### config.mk
export PLATFORM = sky130hd
export DESIGN_NAME = sorted_drain
export DESIGN_NICKNAME = d
export VERILOG_FILES = /design/src/rtl/sorted_drain.sv
export SDC_FILE = /design/constraint.sdc
export NUM_CORES = 1
export LEC_CHECK = 0
export ABC_AREA = 1
export ABC_CLOCK_PERIOD_IN_PS = 4900
export BUFFER_PORTS_ARGS = -buffer_cell sky130_fd_sc_hd__buf_2
export CAP_MARGIN = 20
export CORE_UTILIZATION = 55
export CTS_CLUSTER_DIAMETER = 100
export DETAILED_ROUTE_END_ITERATION = 10
export HOLD_SLACK_MARGIN = 0.06
export PLACE_DENSITY = 0.83
export SLEW_MARGIN = 15
export SYNTH_ARGS = -nofsm -noshare
export SYNTH_HDL_FRONTEND = slang
export SYNTH_SLANG_ARGS = --single-unit
### constraint.sdc
create_clock -name clock -period 4.9 [get_ports clock]
set_input_delay 0.98 -clock clock [delete_from_list [all_inputs] [get_ports clock]]
set_output_delay 0.98 -clock clock [all_outputs]
set_load 0.005 [all_outputs]
### src/rtl/sorted_drain.sv
// Snapshot-and-drain stage behind the insertion sorter: captures all slots on flush,
// streams valid entries in slot order. Optional duplicate drop: SORTED_DRAIN_DEDUP_EN.

module sorted_drain_slot #(
  parameter int size = 16
) (
  input  logic            clock,
  input  logic            reset_n,
  input  logic            load,
  input  logic            clr,
  input  logic [size-1:0] d_in,
  input  logic            v_in,
  output logic [size-1:0] d,
  output logic            v
);
  always_ff @(posedge clock or negedge reset_n)
    if (!reset_n) begin
      d <= '0;
      v <= 1'b0;
    end else if (load) begin
      d <= d_in;
      v <= v_in;
    end else if (clr) begin
      v <= 1'b0;
    end
endmodule

module sorted_drain #(
  parameter int blockcount = 16,
  parameter int size       = 16
) (
  input  logic                               clock,
  input  logic                               reset_n,
  input  logic [blockcount-1:0][size-1:0]    slot_data,
  input  logic [blockcount-1:0]              slot_valid,
  input  logic                               flush,
  output logic                               flush_ready,
  output logic                               sorter_clear,
  output logic [size-1:0]                    dataout,
  output logic                               dataout_valid,
  input  logic                               dataout_ready,
  output logic                               dataout_last,
  output logic                               done,
  output logic [$clog2(blockcount+1)-1:0]    count
);
  localparam int IW = (blockcount > 1) ? $clog2(blockcount) : 1;
  localparam int CW = $clog2(blockcount + 1);
  localparam logic [blockcount-1:0] ONE = 1;

  typedef enum logic [1:0] {IDLE, DRAIN, FINISH} state_t;
  state_t state;

  logic [blockcount-1:0][size-1:0] snap;
  logic [blockcount-1:0]           mask, take;
  logic [IW-1:0]                   sel;
  logic [size-1:0]                 cur;
  logic [CW-1:0]                   pop_cnt;
  logic                            accept, any, emit, pop, last;

  assign accept      = flush && (state == IDLE);
  assign flush_ready = (state == IDLE);
  assign done        = (state == FINISH);

  for (genvar g = 0; g < blockcount; g++) begin : g_slot
    sorted_drain_slot #(.size(size)) u_slot (
      .clock(clock), .reset_n(reset_n), .load(accept), .clr(take[g]),
      .d_in(slot_data[g]), .v_in(slot_valid[g]), .d(snap[g]), .v(mask[g])
    );
  end

  // Descending scan so the lowest set bit wins.
  always_comb begin
    sel = '0;
    for (int i = blockcount - 1; i >= 0; i--)
      if (mask[i]) sel = IW'(i);
    pop_cnt = '0;
    for (int i = 0; i < blockcount; i++)
      pop_cnt = pop_cnt + CW'(slot_valid[i]);
  end

  assign cur = snap[sel];
  assign any = |mask;

`ifdef SORTED_DRAIN_DEDUP_EN
  logic [size-1:0] prev;
  logic            have_prev, drop, rest_same;

  // Last emitted entry if every other remaining entry would be dropped as a repeat.
  always_comb begin
    rest_same = 1'b1;
    for (int i = 0; i < blockcount; i++)
      if (mask[i] && (IW'(i) != sel) && (snap[i] != cur)) rest_same = 1'b0;
  end

  assign drop = (state == DRAIN) && any && have_prev && (cur == prev);
  assign emit = (state == DRAIN) && any && !drop;
  assign last = emit && rest_same;
  assign pop  = (emit && dataout_ready) || drop;

  always_ff @(posedge clock or negedge reset_n)
    if (!reset_n) begin
      prev      <= '0;
      have_prev <= 1'b0;
    end else if (accept) begin
      have_prev <= 1'b0;
    end else if (emit && dataout_ready) begin
      prev      <= cur;
      have_prev <= 1'b1;
    end
`else
  logic one;
  assign one  = any && ((mask & (mask - ONE)) == '0);
  assign emit = (state == DRAIN) && any;
  assign last = emit && one;
  assign pop  = emit && dataout_ready;
`endif

  assign take          = pop ? (ONE << sel) : '0;
  assign dataout_valid = emit;
  assign dataout       = emit ? cur : '0;
  assign dataout_last  = last;

  always_ff @(posedge clock or negedge reset_n)
    if (!reset_n) begin
      state        <= IDLE;
      sorter_clear <= 1'b0;
      count        <= '0;
    end else begin
      sorter_clear <= accept;
      case (state)
        IDLE:    if (flush) begin
                   state <= DRAIN;
                   count <= pop_cnt;
                 end
        DRAIN:   if ((mask & ~take) == '0) state <= FINISH;
        default: state <= IDLE;
      endcase
    end
endmodule

* Word level (Yosys, flattened, before mapping)
Cells that the tools add are included.
** Word-level totals
- Register bits :: 280
- Latch bits :: 0
- Memory bits (writable) :: 0
- Bits in read-only memories :: 0
- Input port bits :: 276
- Output and inout port bits :: 26
- Logic and storage cells :: 142
- Memories :: 0
** Cells by class
- Add/sub/neg operators :: 16
- Multipliers :: 0
- Divide/modulo/power cells :: 0
- Order comparisons :: 1
- Equal/unequal tests :: 4
- Shifts and indexed selects :: 1
- Multiplexer cells :: 55
- Bitwise logic cells :: 3
- Reduce and logical (&&, ||, !) cells :: 27
** Operator list (count)
- $bmux 16 s4 :: 1
- $mux 4 :: 16
- $add 5x1->5 :: 11
- $mux 16 :: 3
- $and 16x16->16 :: 2
- $logic_not 16->1 :: 2
- $mux 1 :: 32
- $reduce_bool 2->1 :: 16
- $not 16->16 :: 1
- $reduce_or 16->1 :: 1
- $shl 1x4->16 const A :: 1
- $sub 16x1->16 const B :: 1
- $add 4x1->5 :: 1
- $logic_and 1x1->1 :: 5
- $lt 4x5->1 const B :: 1
- $add 3x1->4 :: 1
- $mux 2 :: 2
- $pmux 2 s2 :: 1
- $reduce_and 2->1 :: 2
- $add 2x1->3 :: 1
- $add 1x1->2 :: 1
- $eq 2x1->1 const B :: 1
- $eq 2x2->1 const B :: 1
- $logic_not 2->1 :: 1
- other kinds (2) :: 2

* Depth between registers and ports, before layout
- Depth after elaboration :: 23
- Mapped depth :: 22
- Depth with buffers taken out :: 21

* Modules after synthesis
From an unflattened synthesis, not the netlist that was laid out.
** Second synthesis, totals
- Cell total of the unflattened synthesis :: 1850
- Area total of the unflattened synthesis :: 14253.7 µm²
** Modules (own cells, without submodules)
- sorted_drain_slot :: times used 16, cells an instance 72, area an instance 660.6 µm², sequential area each 425.4 µm²
- sorted_drain :: times used 1, cells an instance 698, area an instance 3683.5 µm², sequential area each 200.2 µm²

* Worst setup path before layout
No wires, ideal clock.
- Path type :: input-to-reg
- From :: input port slot_valid[5]
- To :: register count[4]
- Setup time :: 66 ps
- Data arrival time :: 3889 ps
- Data required time :: 4834 ps
- Path slack :: 945 ps
- Cell stages on the path :: 12
- Path buffers :: 0
- Cell sequence :: inv_1 -> fa_1 -> fa_1 -> fa_1 -> fa_1 -> inv_1 -> ha_1 -> inv_1 -> fa_1 -> o21ai_0 -> nand3_1 -> nand2_1
** Between the ends
- Longest elaborated chain between the ends :: 11
** RTL lines
- start: declaration :: RTL line 35 : input logic [blockcount-1:0] slot_valid,
- $add 5x1->5 (11 in series) :: RTL line 78 : pop_cnt = pop_cnt + CW'(slot_valid[i]);
- end signal: assignment :: RTL line 133 : count <= pop_cnt;
- end: declaration :: RTL line 44 : output logic [$clog2(blockcount+1)-1:0] count
Every way passes these cells.
A chain may end at the register's enable or synchronous reset.

* Worst setup path in the final report
- From :: register g_slot[10].u_slot.v
- To :: output port dataout[12]
** Between the ends
- Longest elaborated chain between the ends :: 14
- Elaborated cells between the ends (all ways) :: 16
- Classes of those cells :: 14 x mux; 2 x reduce/logical
** RTL lines
- start: declaration :: RTL line 14 : output logic v
- start signal: assignment :: RTL line 22 : v <= v_in;
- $mux 4 (11 in series) :: RTL line 75 : if (mask[i]) sel = IW'(i);
- $bmux 16 s4 :: RTL line 81 : assign cur = snap[sel];
- $mux 16 (not written as such) :: RTL line 81
- $mux 16 (*) :: RTL line 120 : assign dataout = emit ? cur : '0;
- end: declaration :: RTL line 39 : output logic [size-1:0] dataout,
Mark *: on every way between the ends. The rest lies on a longest branch, timed or not. The select of a mux whose other input is x is not followed.

==> results.py <==
metrics = {
    "critical_path": {
        "path_buf_inv": 3,
        "path_max_fanout": 37,
        "cpLargestDelayFamily": "simple AND/OR/NAND/NOR gates",
        "required_ns": 3.92,
        "startpoint_type": "flop",
        "path_common_cell": "nand2_1",
        "arrival_ns": 3.72,
        "end_kind": "primary output",
        "cpMaxStageDelayCell": "dfrtp_1",
        "max_stage_delay_ns": 0.44,
        "critical_path_class": "reg2out",
        "crit_chain": "nor2_1 > nand2_1 > nand2_1 > nand2_1 > nand2_1 > nand2_1 > nand2_1 > nor2_4 > inv_4 > buf_4 > o31ai_1 > nor2_1 > nand3_1 > nand3_1 > nand2_1 > nor2_1 > buf_2",
    },
    "final_layout": {
        "layout_common_cells": "nand2_1 (776), buf_2 (300), dfrtp_1 (280), nor2_1 (177), inv_1 (113)",
        "layout.nets": 2345,
        "layout_commonest_cell": "nand2_1",
        "area_growth_pct": 20.88,
        "final_layout_size_suffix_gt1_share_pct": 19.22,
        "fill_cells": 2017,
    },
    "floorplan": {
        "dieArea_mm2": 0.02547,
        "boundaryPins": 302,
        "start_util_pct": 56.17,
        "die_w_um": 159.6,
        "die_h_um": 159.6,
        "design.core.area_mm2": 0.02432,
        "num_rows": 57,
    },
    "drt": {
        "first_iter_violations": 1402,
        "routed.top_layer": "met5",
        "via_per_inst": 5.488,
        "wl_per_cell_um": 18.23,
        "met3_length_mm": 4.128,
        "wl_met1_mm": 18.40,
        "wl_met2_mm": 19.40,
        "via_count": 13190,
        "drc": 0,
        "dr.pass1.iters": 6,
        "wl_mm": 43.80,
        "ant_nets": 0,
    },
    "job": {
        "maxCapViolations": 0,
    },
    "grt": {
        "grt_max_degree": 163,
        "antenna_found_initial": 3,
        "gr-usage-all-layers_pct": 34.78,
        "overflow": 0,
        "grt_pass1_wl_mm": 68.81,
        "first_global_vias": 12770,
    },
    "timing": {
        "setup_tns_ns": 0,
        "skew_ns": 0.01342,
        "finalSetupViolations": 0,
        "period_share_pct": 95.98,
        "relSlewSlack_pct": 25.36,
        "drv_slew": 0,
        "min_period_ns": 4.703,
        "tightest_slew_ns": 1.120,
        "max_freq_ghz": 0.2126,
        "rsz0062_at_grt": "false",
        "timing_hold_violations_final": 0,
    },
    "clock_network": {
        "cts_inserted_buffers": 29,
        "htreeDepth": 1,
        "cts.sinks": 280,
        "cts_tree": "yes",
        "cts_hold_buf": 0,
        "clk_pin_slew_worst_paths_ns": 0.06,
        "clkLatencyLatePin_ns": 0.56,
        "root_buffer": "clkbuf_16",
        "cts.path.max_buffers": 3,
    },
    "status": {
        "status": "complete, no violations",
    },
    "pwr": {
        "seqPwrFrac_pct": 33.7,
        "p_clk_share_pct": 23.5,
        "power_density_mw_per_mm2": 636.5,
        "switching_share_pct": 41.91,
        "peakVddDrop_uv": 441.6,
        "p_sw_uw": 4405,
        "leakage_uw": 0.008847,
        "p_comb_share_pct": 42.9,
        "power_uw": 10510,
        "intPower_uw": 6106,
    },
    "synthesis": {
        "seq_area_frac_synth_pct": 51.29,
        "synth_edf_count": 0,
        "ys_warn_count": 0,
        "async_reset_ff_share_pct": 100.0,
        "synth_ff_type": "dfrtp_1",
        "syn-cell-area_mm2": 0.01366,
        "synth_nets": 2091,
        "syn_inst": 1800,
        "yosys.cell_types.count": 37,
        "avgSynthCellArea_um2": 7.589,
        "ys_ff_latch": 280,
    },
    "placed_design": {
        "portBuffers": 301,
        "hpwl_mm": 30.20,
        "place_congestion": 0.9545,
    },
    "hold_path": {
        "min_path_type": "reg2reg",
    },
}
-- stage by stage --
stage | cells | cell area [um2] | setup slack [ns] | hold WS [ns] | utilization, %
2_1_floorplan | 1800 | 13660 | 0.9453 | 0.4412 | -
3_3_place_gp | 2346 | 15390 | 0.6608 | 0.4562 | 63.28
3_5_place_dp | 2346 | 15390 | 0.5822 | 0.4597 | 63.28
4_1_cts | 2399 | 16460 | 0.2467 | 0.4758 | 67.69
5_1_grt | 2401 | 16510 | 0.02209 | 0.4903 | 67.88
6_report | 2403 | 16510 | 0.1968 | 0.4748 | 67.90
-- logic make-up after synthesis --
family                   synth area share [%]
flip-flops                              51.29
buffers and inverters                   6.421
adder cells (fa/ha/maj)                 1.923
XOR/XNOR                               0.1283
AND/OR/NAND/NOR                         32.00
AO/OA/AOI/OAI                           8.234
-- synth_stat cells, drive strengths merged (13+ instances only) --
master,count,area [um2]
nand2,783,2964
dfrtp,280,7007
nor2,183,711.9
inv,119,449.2
o21ai,103,515.5
nor3,79,395.4
clkbuf,75,281.5
o211ai,39,327.8
nand3,35,175.2
buf,24,146.4
a21oi,20,107.6
o31ai,16,120.1
nand4,13,81.33
-- state kept, by name, summed over array words and instances (netlist names) --
signal           flops
count                5
g_slot.u_slot.d    256
g_slot.u_slot.v     16
sorter_clear         1
state                2
-- layer usage --
metal	vias to the layer above	GRT usage, %
li1	6169	-
met1	6223	50.20
met5	-	0
met2	671	52.08
met3	123	6.694
met4	2	13.46
-- power by group through the flow --
stage          combinational, uW  clock (uW)  sequential [uW]
2_1_floorplan               2930           0             3420
3_3_place_gp                4250           0             3520
3_5_place_dp                4320           0             3540
4_1_cts                     4390        2480             3520
5_1_grt                     4970        2570             3620
6_report                    4510        2470             3540
-- area by class of cell --
class / instances / area (um2) / share of cell area (%)
Tap cell: 324 / 405.4 / 2.455
Inverter: 119 / 459.2 / 2.781
Clock buffer: 37 / 795.8 / 4.819
Timing Repair Buffer: 322 / 1760 / 10.66
Multi-Input combinational cell: 1302 / 5802 / 35.13
Sequential cell: 280 / 7007 / 42.43
Clock inverter: 16 / 276.5 / 1.674
Antenna cell: 3 / 7.507 / 0.04546
-- worst min-delay path, cell delays in order, from the launching register on --
cell and delay (ns):
dfrtp_1 0.34, nand2_1 0.05, nand2_1 0.05
-- final timing paths --
check                                                  startpoint                                   to  slack [ns]  cells after the start
max in group asynchronous                                 reset_n  g_slot[12].u_slot.d[11]$_DFFE_PN0P_        3.34                      2
worst min register to register  g_slot[1].u_slot.d[4]$_DFFE_PN0P_    g_slot[1].u_slot.d[4]$_DFFE_PN0P_        0.47                      2
worst min-delay path            g_slot[1].u_slot.d[4]$_DFFE_PN0P_    g_slot[1].u_slot.d[4]$_DFFE_PN0P_        0.47                      2
worst max-delay path              g_slot[10].u_slot.v$_DFFE_PN0P_                          dataout[12]        0.20                     17
min in group asynchronous                                 reset_n                 count[3]$_DFFE_PN0P_        0.48                      1
worst max register to register     g_slot[2].u_slot.v$_DFFE_PN0P_                 state[0]$_DFFE_PN0P_        1.91                     13
-- timing repair --
action                                  4_1_cts  5_1_grt
gates resized for setup                       0        5
endpoints found under the setup margin        0        6
setup buffers                                 0        0
Power figures use the tool's default switching activity.
